`config.mk`:
```
export PLATFORM = sky130hd
export DESIGN_NAME = inst_mem_loader
export DESIGN_NICKNAME = d
export VERILOG_FILES = /design/src/rtl/inst_mem_loader.sv
export SDC_FILE = /design/constraint.sdc
export NUM_CORES = 1
export LEC_CHECK = 0
export CORE_ASPECT_RATIO = 0.7
export CORE_UTILIZATION = 31
export DETAILED_ROUTE_END_ITERATION = 10
export MAX_ROUTING_LAYER = met4
export SLEW_MARGIN = 20
export SYNTH_ARGS = -nofsm -noshare
export SYNTH_HDL_FRONTEND = slang
export SYNTH_SLANG_ARGS = --single-unit
```
`constraint.sdc`:
```
create_clock -name CLK -period 4 [get_ports CLK]
set_input_delay 0.8 -clock CLK [delete_from_list [all_inputs] [get_ports CLK]]
set_output_delay 0.8 -clock CLK [all_outputs]
set_load 0.05 [all_outputs]
```
`src/rtl/inst_mem_loader.sv`:
```
// inst_mem_loader: streams 32-bit instruction words into a byte-wide
// instruction memory. Each accepted word takes four big-endian byte strobes,
// and then the write base advances by four.
// Optional build macro INST_LOADER_WRAP_EN: when it is defined, loading wraps
// from the top of memory back to address 0. When it is undefined, the loader
// parks in FULL after it writes the last word of memory.
module inst_mem_loader #(
  parameter int unsigned ADDR_W = 8
) (
  input  logic              CLK,
  input  logic              CLR,
  input  logic              start,
  input  logic [ADDR_W-1:0] start_addr,
  input  logic              stop,
  input  logic              in_valid,
  input  logic [31:0]       in_data,
  output logic              in_ready,
  output logic              mem_we,
  output logic [ADDR_W-1:0] mem_addr,
  output logic [7:0]        mem_wdata,
  output logic              busy,
  output logic              full,
  output logic              err,
  output logic [6:0]        word_count
);

  typedef enum logic [1:0] {
    S_IDLE,
    S_ACCEPT,
    S_WRITE,
    S_FULL
  } state_t;

  state_t            r_state;
  state_t            w_next_state;
  logic [ADDR_W-1:0] r_base;
  logic [31:0]       r_word;
  logic [1:0]        r_beat;
  logic [6:0]        r_wcnt;
  logic              r_err;

  logic w_aligned;
  logic w_last_beat;
  logic w_top;
  logic w_accept;
  logic w_restart;

  assign w_aligned   = (start_addr[1:0] == 2'b00);
  assign w_last_beat = (r_beat == 2'd3);
  // The word at the highest aligned base makes base+4 wrap to zero.
  assign w_top       = &r_base[ADDR_W-1:2];
  assign w_accept    = (r_state == S_ACCEPT) && !stop && in_valid;
  assign w_restart   = start && w_aligned &&
                       ((r_state == S_IDLE) || ((r_state == S_FULL) && !stop));

  // State register. Reset returns to IDLE at once, without waiting for a clock.
  always_ff @(posedge CLK or negedge CLR) begin
    if (!CLR) r_state <= S_IDLE;
    else      r_state <= w_next_state;
  end

  // Next-state decode. In ACCEPT and FULL, stop takes priority.
  always_comb begin
    w_next_state = r_state;
    unique case (r_state)
      S_IDLE: begin
        if (start && w_aligned) w_next_state = S_ACCEPT;
      end
      S_ACCEPT: begin
        if (stop)          w_next_state = S_IDLE;
        else if (in_valid) w_next_state = S_WRITE;
      end
      S_WRITE: begin
        if (w_last_beat) begin
`ifdef INST_LOADER_WRAP_EN
          w_next_state = S_ACCEPT;
`else
          w_next_state = w_top ? S_FULL : S_ACCEPT;
`endif
        end
      end
      S_FULL: begin
        if (stop)                    w_next_state = S_IDLE;
        else if (start && w_aligned) w_next_state = S_ACCEPT;
      end
      default: w_next_state = S_IDLE;
    endcase
  end

  // Session datapath: base, captured word, beat index, word counter, error pulse.
  always_ff @(posedge CLK or negedge CLR) begin
    if (!CLR) begin
      r_base <= '0;
      r_word <= '0;
      r_beat <= '0;
      r_wcnt <= '0;
      r_err  <= 1'b0;
    end else begin
      r_err <= (r_state == S_IDLE) && start && !w_aligned;
      if (w_restart) begin
        r_base <= start_addr;
        r_wcnt <= '0;
      end
      if (w_accept) begin
        r_word <= in_data;
        r_beat <= '0;
      end
      if (r_state == S_WRITE) begin
        r_beat <= r_beat + 2'd1;
        if (w_last_beat) begin
          r_base <= r_base + ADDR_W'(4);
          r_wcnt <= r_wcnt + 7'd1;
        end
      end
    end
  end

  // Output decode. Address and data are held at zero whenever there is no strobe.
  always_comb begin
    in_ready   = (r_state == S_ACCEPT);
    mem_we     = (r_state == S_WRITE);
    busy       = (r_state != S_IDLE);
    full       = (r_state == S_FULL);
    err        = r_err;
    word_count = r_wcnt;
    mem_addr   = '0;
    mem_wdata  = '0;
    if (r_state == S_WRITE) begin
      mem_addr = r_base + ADDR_W'(r_beat);
      unique case (r_beat)
        2'd0:    mem_wdata = r_word[31:24];
        2'd1:    mem_wdata = r_word[23:16];
        2'd2:    mem_wdata = r_word[15:8];
        default: mem_wdata = r_word[7:0];
      endcase
    end
  end

endmodule

```
# After elaboration in Yosys (flattened, before gate mapping)
# Index checks and enable logic that the tools add are counted.
# word_totals
regBits	52
out_inout_bits	28
input_bits	45
# op_classes
n_reduce_logical	17
eq_ne	8
n_addsub	4
mux	18
# op_table
operator	count
8-bit 2-to-1 mux	5
8-bit one-hot mux with 3 select lines	1
7-bit 2-to-1 mux	3
2-bit 2-to-1 mux	8
8-bit by 2-bit adder with 8-bit output	1
8-bit by 3-bit adder with 8-bit output, second input constant	1
2-bit equality test, second input constant	4
2-bit one-hot mux with 4 select lines	1
7-bit by 1-bit adder with 7-bit output, second input constant	1
1-bit logical AND	7
2-bit zero test	3
6-bit AND reduction	1
2-bit by 1-bit equality test with 1-bit output, second input constant	2
2-bit nonzero test	2
3-bit != test, second input constant	1
2-bit by 1-bit adder with 2-bit output, second input constant	1
1-bit zero test	2
2-bit by 1-bit != test with 1-bit output, second input constant	1
2-bit AND reduction	1
1-bit logical OR	1

# Depth between registers and ports, before layout
# depth
depth_word	7
mapped_depth	7
mapped_depth_nobuf	6

# Least setup slack after synthesis
# OpenSTA, ideal clock, no wires.
# synth_timing
kind	flip-flop to output port
startpoint	reg r_beat[1]
endpoint	out mem_addr[5]
arrival_time_ns	1.880
stages_incl_launch_ff	5
n_path_buf	0
path_slack_ns	1.320
required_time_ns	3.200
cell_sequence	dfrtp_1 ha_1 a21oi_1 or3_1 a21oi_1
# synth_via
elab_chain_len	2
# synth_lines
item	line	text
start, declared	38	logic [1:0] r_beat;
start signal, assigned	109	r_beat <= r_beat + 2'd1;
8-bit by 2-bit adder with 8-bit output	129	mem_addr = r_base + ADDR_W'(r_beat);
8-bit 2-to-1 mux	128	if (r_state == S_WRITE) begin
end, declared	19	output logic [ADDR_W-1:0] mem_addr,
# Every way passes these cells.

# Worst setup path in the final report
# layout_timing
startpoint	reg r_beat[1]
endpoint	out mem_wdata[3]
# layout_via
elab_chain_len	3
elab_cells_between_ends	5
classes_between	eq/ne (2); mux (2); reduce/logical (1)
# layout_lines
item	line	text
2-bit equality test (tied with other cells)	130	unique case (r_beat)
8-bit one-hot mux with 3 select lines *	130	
8-bit 2-to-1 mux *	128	
end, declared	20	output logic [7:0] mem_wdata,
# Mark *: on every way between the ends. The rest lies on a longest branch, timed or not.

==> load_flow_metrics.sql <==
INSERT INTO impl_metrics (metric_group, metric, value, unit) VALUES
('finish', 'drive_above_1_share', '16.6', '%'),
('yosys', 'synth_largest_type_area_fraction', '46.4', '%'),
('floorplan', 'floorplan.initialDensity', '32.5', '%'),
('yosys', 'ys_types', '44', ''),
('yosys', 'yosys.cell_count.top_type', 'sky130_fd_sc_hd__dfrtp_1', ''),
('yosys', 'proportion_of_synthesized_chip_area_in_sequential_cells', '46.4', '%'),
('floorplan', 'dieArea', '9430', 'um2'),
('timing', 'clock_skew', '7.33', 'ps'),
('worst_setup_path', 'critical_path_arrival', '2570', 'ps'),
('power_and_ir_drop', 'vdd.ir_drop.worst', '0.000295', 'V'),
('power_and_ir_drop', 'power.density', '720', 'nW/um2'),
('cts', 'clkLatencyLatePin', '290', 'ps'),
('global_route', 'antenna_violations_before_repair', '0', ''),
('worst_setup_path', 'worst_setup_path_end_kind', 'output port', ''),
('power_and_ir_drop', 'power.share.switching', '39.7', '%'),
('timing', 'timing_max_transition_violations_final', '0', ''),
('power_and_ir_drop', 'internal-power', '1.61', 'mW'),
('power_and_ir_drop', 'power.combinational.fraction', '47.3', '%'),
('yosys', 'synth_common_cells', 'sky130_fd_sc_hd__dfrtp_1 (52), sky130_fd_sc_hd__nor2_1 (30), sky130_fd_sc_hd__mux2_4 (29)', ''),
('outcome', 'status', 'completed', ''),
('power_and_ir_drop', 'leakage', '1.60', 'nW'),
('yosys', 'postSynthCellCount', '239', ''),
('floorplan', 'core_area', '8620', 'um2'),
('timing', 'worst_case_headroom_to_the_max_slew_limit', '52.5', '%'),
('run', 'drv_cap', '0', ''),
('finish', 'final_net_count', '360', ''),
('route', 'dr_total_vias', '2062', ''),
('worst_hold_path', 'worstHoldPathType', 'flop to flop', ''),
('place', 'placed_cell_area', '3560', 'um2'),
('power_and_ir_drop', 'p_switching', '1.06', 'mW'),
('route', 'post_drt_wl_per_cell', '15.6', 'um'),
('cts', 'cts_clk_pin_slew_worst_paths', '70', 'ps'),
('route', 'final_antenna_net_count', '0', ''),
('yosys', 'synth_fp_nets', '293', ''),
('global_route', 'grt_start_max_net_pins', '36', ''),
('power_and_ir_drop', 'p_clk_share', '16.4', '%'),
('global_route', 'grt_first_pass_wirelength', '10800', 'um'),
('route', 'drtIter0Drc', '105', ''),
('worst_setup_path', 'timing.critical_path.required', '3200', 'ps'),
('yosys', 'postSynthAreaPerCell', '11.7', 'um2'),
('finish', 'finalCoreUtilization', '43.0', '%'),
('place', 'place.gp.congestion', '0.806', ''),
('finish', 'diodes', '0', ''),
('cts', 'cts_inserted_buffers', '5', ''),
('route', 'viasPerCell', '4.83', ''),
('timing', 'fmaxAchievable', '297', 'MHz'),
('floorplan', 'die_height', '81.6', 'um'),
('floorplan', 'fp-row-count', '28', ''),
('timing', 'max_slew.worst_pin.slew', '713', 'ps'),
('place', 'hpwl', '4880', 'um'),
('cts', 'post_cts_hold_buffer_count', '0', ''),
('timing', 'shortest_period_the_worst_path_allows', '3370', 'ps'),
('cts', 'cts_tree', 'yes', ''),
('timing', 'count_of_endpoints_failing_hold_in_the_final_timing_report', '0', ''),
('timing', 'finalSetupViolCount', '0', ''),
('route', 'drt_first_pass_iters', '5', ''),
('global_route', 'grtUsageTotal', '15.5', '%'),
('timing', 'period_share', '84.3', '%'),
('finish', 'final_design_area_no_fill', '3710', 'um2'),
('cts', 'ctsResizeCount', '0', ''),
('yosys', 'synth_ff_type', 'sky130_fd_sc_hd__dfrtp_1', ''),
('place', 'port_buffers', '72', ''),
('cts', 'clk_root_buffer_cell', 'sky130_fd_sc_hd__clkbuf_16', ''),
('yosys', 'syn-cell-area', '2800', 'um2'),
('cts', 'post-cts-setup-buffer-count', '0', ''),
('floorplan', 'die_w', '116', 'um'),
('yosys', 'ys_warn_count', '0', ''),
('yosys', 'synth_top_cell_by_area', 'sky130_fd_sc_hd__dfrtp_1', ''),
('finish', 'area.growth.synth_to_final', '32.2', '%'),
('worst_setup_path', 'crit_fanout', '8', ''),
('yosys', 'edff_count_synth', '0', '');
[through the flow]
step                hold slack [ps]  instances  power, mW  worst slack (ps)
finish                          500        427       2.67               629
global route                    513        427       2.85               450
CTS                             501        427       2.69               591
detailed placement              480        419       2.24               899
global placement                483        419       2.23               950
floorplan                       460        239       1.89              1320
[power groups by stage]
| stage | Combinational (mW) | Clock (mW) | Sequential (mW) |
|---|---|---|---|
| 4_1_cts | 1.28 | 0.448 | 0.965 |
| 5_1_grt | 1.37 | 0.473 | 1.00 |
| 3_3_place_gp | 1.26 | 0 | 0.965 |
| 3_5_place_dp | 1.27 | 0 | 0.973 |
| 6_report | 1.26 | 0.438 | 0.969 |
| 2_1_floorplan | 0.918 | 0 | 0.969 |
[area by class of cell]
cell class                 instances  area [um2]  share of cell area (%)
tap                              120         150                    4.05
sequential                        52        1300                    35.1
timing repair buffer              75         738                    19.9
multi-input combinational        168        1350                    36.5
inverter                           4        15.0                   0.405
clock buffer                       7         143                    3.85
clock inverter                     1        7.51                   0.203
[cells by family after synthesis]
logic type,count (synthesis),synth area share (%)
adders and majority gates,9,4.29
muxes,32,16.7
and+or+nand+nor,79,14.7
DFF,52,46.4
AOI/OAI and AO/OA,40,9.91
buffers and inverters,19,5.40
xor gates and xnor gates,8,2.50
[critical path: stages, from the launching register on]
cell                              delay [ps]
sky130_fd_sc_hd__dfrtp_1                 440
sky130_fd_sc_hd__inv_1                   130
sky130_fd_sc_hd__ha_1                    390
sky130_fd_sc_hd__a222oi_1                150
sky130_fd_sc_hd__nor2_1                  120
sky130_fd_sc_hd__a21oi_1                  50
sky130_fd_sc_hd__nor2_1                  170
sky130_fd_sc_hd__clkdlybuf4s50_1         830
[registers in the layout, summed over array words and instances, names as in the netlist]
name	flops
err	1
r_word	32
r_state	2
word_count	7
r_beat	2
r_base	8
[cells in the final DEF, fill, tap and decap left out, types with 4 or more instances in the layout]
| cell type | instances |
|---|---|
| sky130_fd_sc_hd__a21oi_1 | 13 |
| sky130_fd_sc_hd__a221o_1 | 4 |
| sky130_fd_sc_hd__a222oi_1 | 8 |
| sky130_fd_sc_hd__and2_1 | 4 |
| sky130_fd_sc_hd__clkbuf_16 | 5 |
| sky130_fd_sc_hd__clkdlybuf4s50_1 | 71 |
| sky130_fd_sc_hd__dfrtp_1 | 52 |
| sky130_fd_sc_hd__ha_1 | 8 |
| sky130_fd_sc_hd__inv_1 | 4 |
| sky130_fd_sc_hd__mux2_4 | 29 |
| sky130_fd_sc_hd__nand2_1 | 11 |
| sky130_fd_sc_hd__nand3_1 | 7 |
| sky130_fd_sc_hd__nand4_1 | 4 |
| sky130_fd_sc_hd__nor2_1 | 30 |
| sky130_fd_sc_hd__o21ai_0 | 8 |
| sky130_fd_sc_hd__or3_1 | 4 |
| sky130_fd_sc_hd__xor2_1 | 5 |
[worst paths after layout]
path                                    startpoint                       to  slack (ps)  depth (start not counted)
min                        word_count[6]$_DFF_PN0_  word_count[6]$_DFF_PN0_         500                          1
max in group asynchronous                      CLR   r_word[12]$_DFFE_PN0P_        2700                          2
min in group asynchronous                      CLR      r_base[3]$_DFF_PN0_         530                          1
max reg2reg                  r_beat[1]$_DFFE_PN0P_      r_base[6]$_DFF_PN0_        1830                          4
min reg2reg                word_count[6]$_DFF_PN0_  word_count[6]$_DFF_PN0_         500                          1
max                          r_beat[1]$_DFFE_PN0P_             mem_wdata[3]         630                          7
[routing by layer]
metal	global-route usage, %	vias to the layer above	part of all wire, %
li1	-	989	-
met1	22.9	1008	52
met2	22.2	63	42
met3	2.95	2	5.4
met4	2.31	0	0.48
met5	-	-	0
Power figures use the tool's default switching activity.
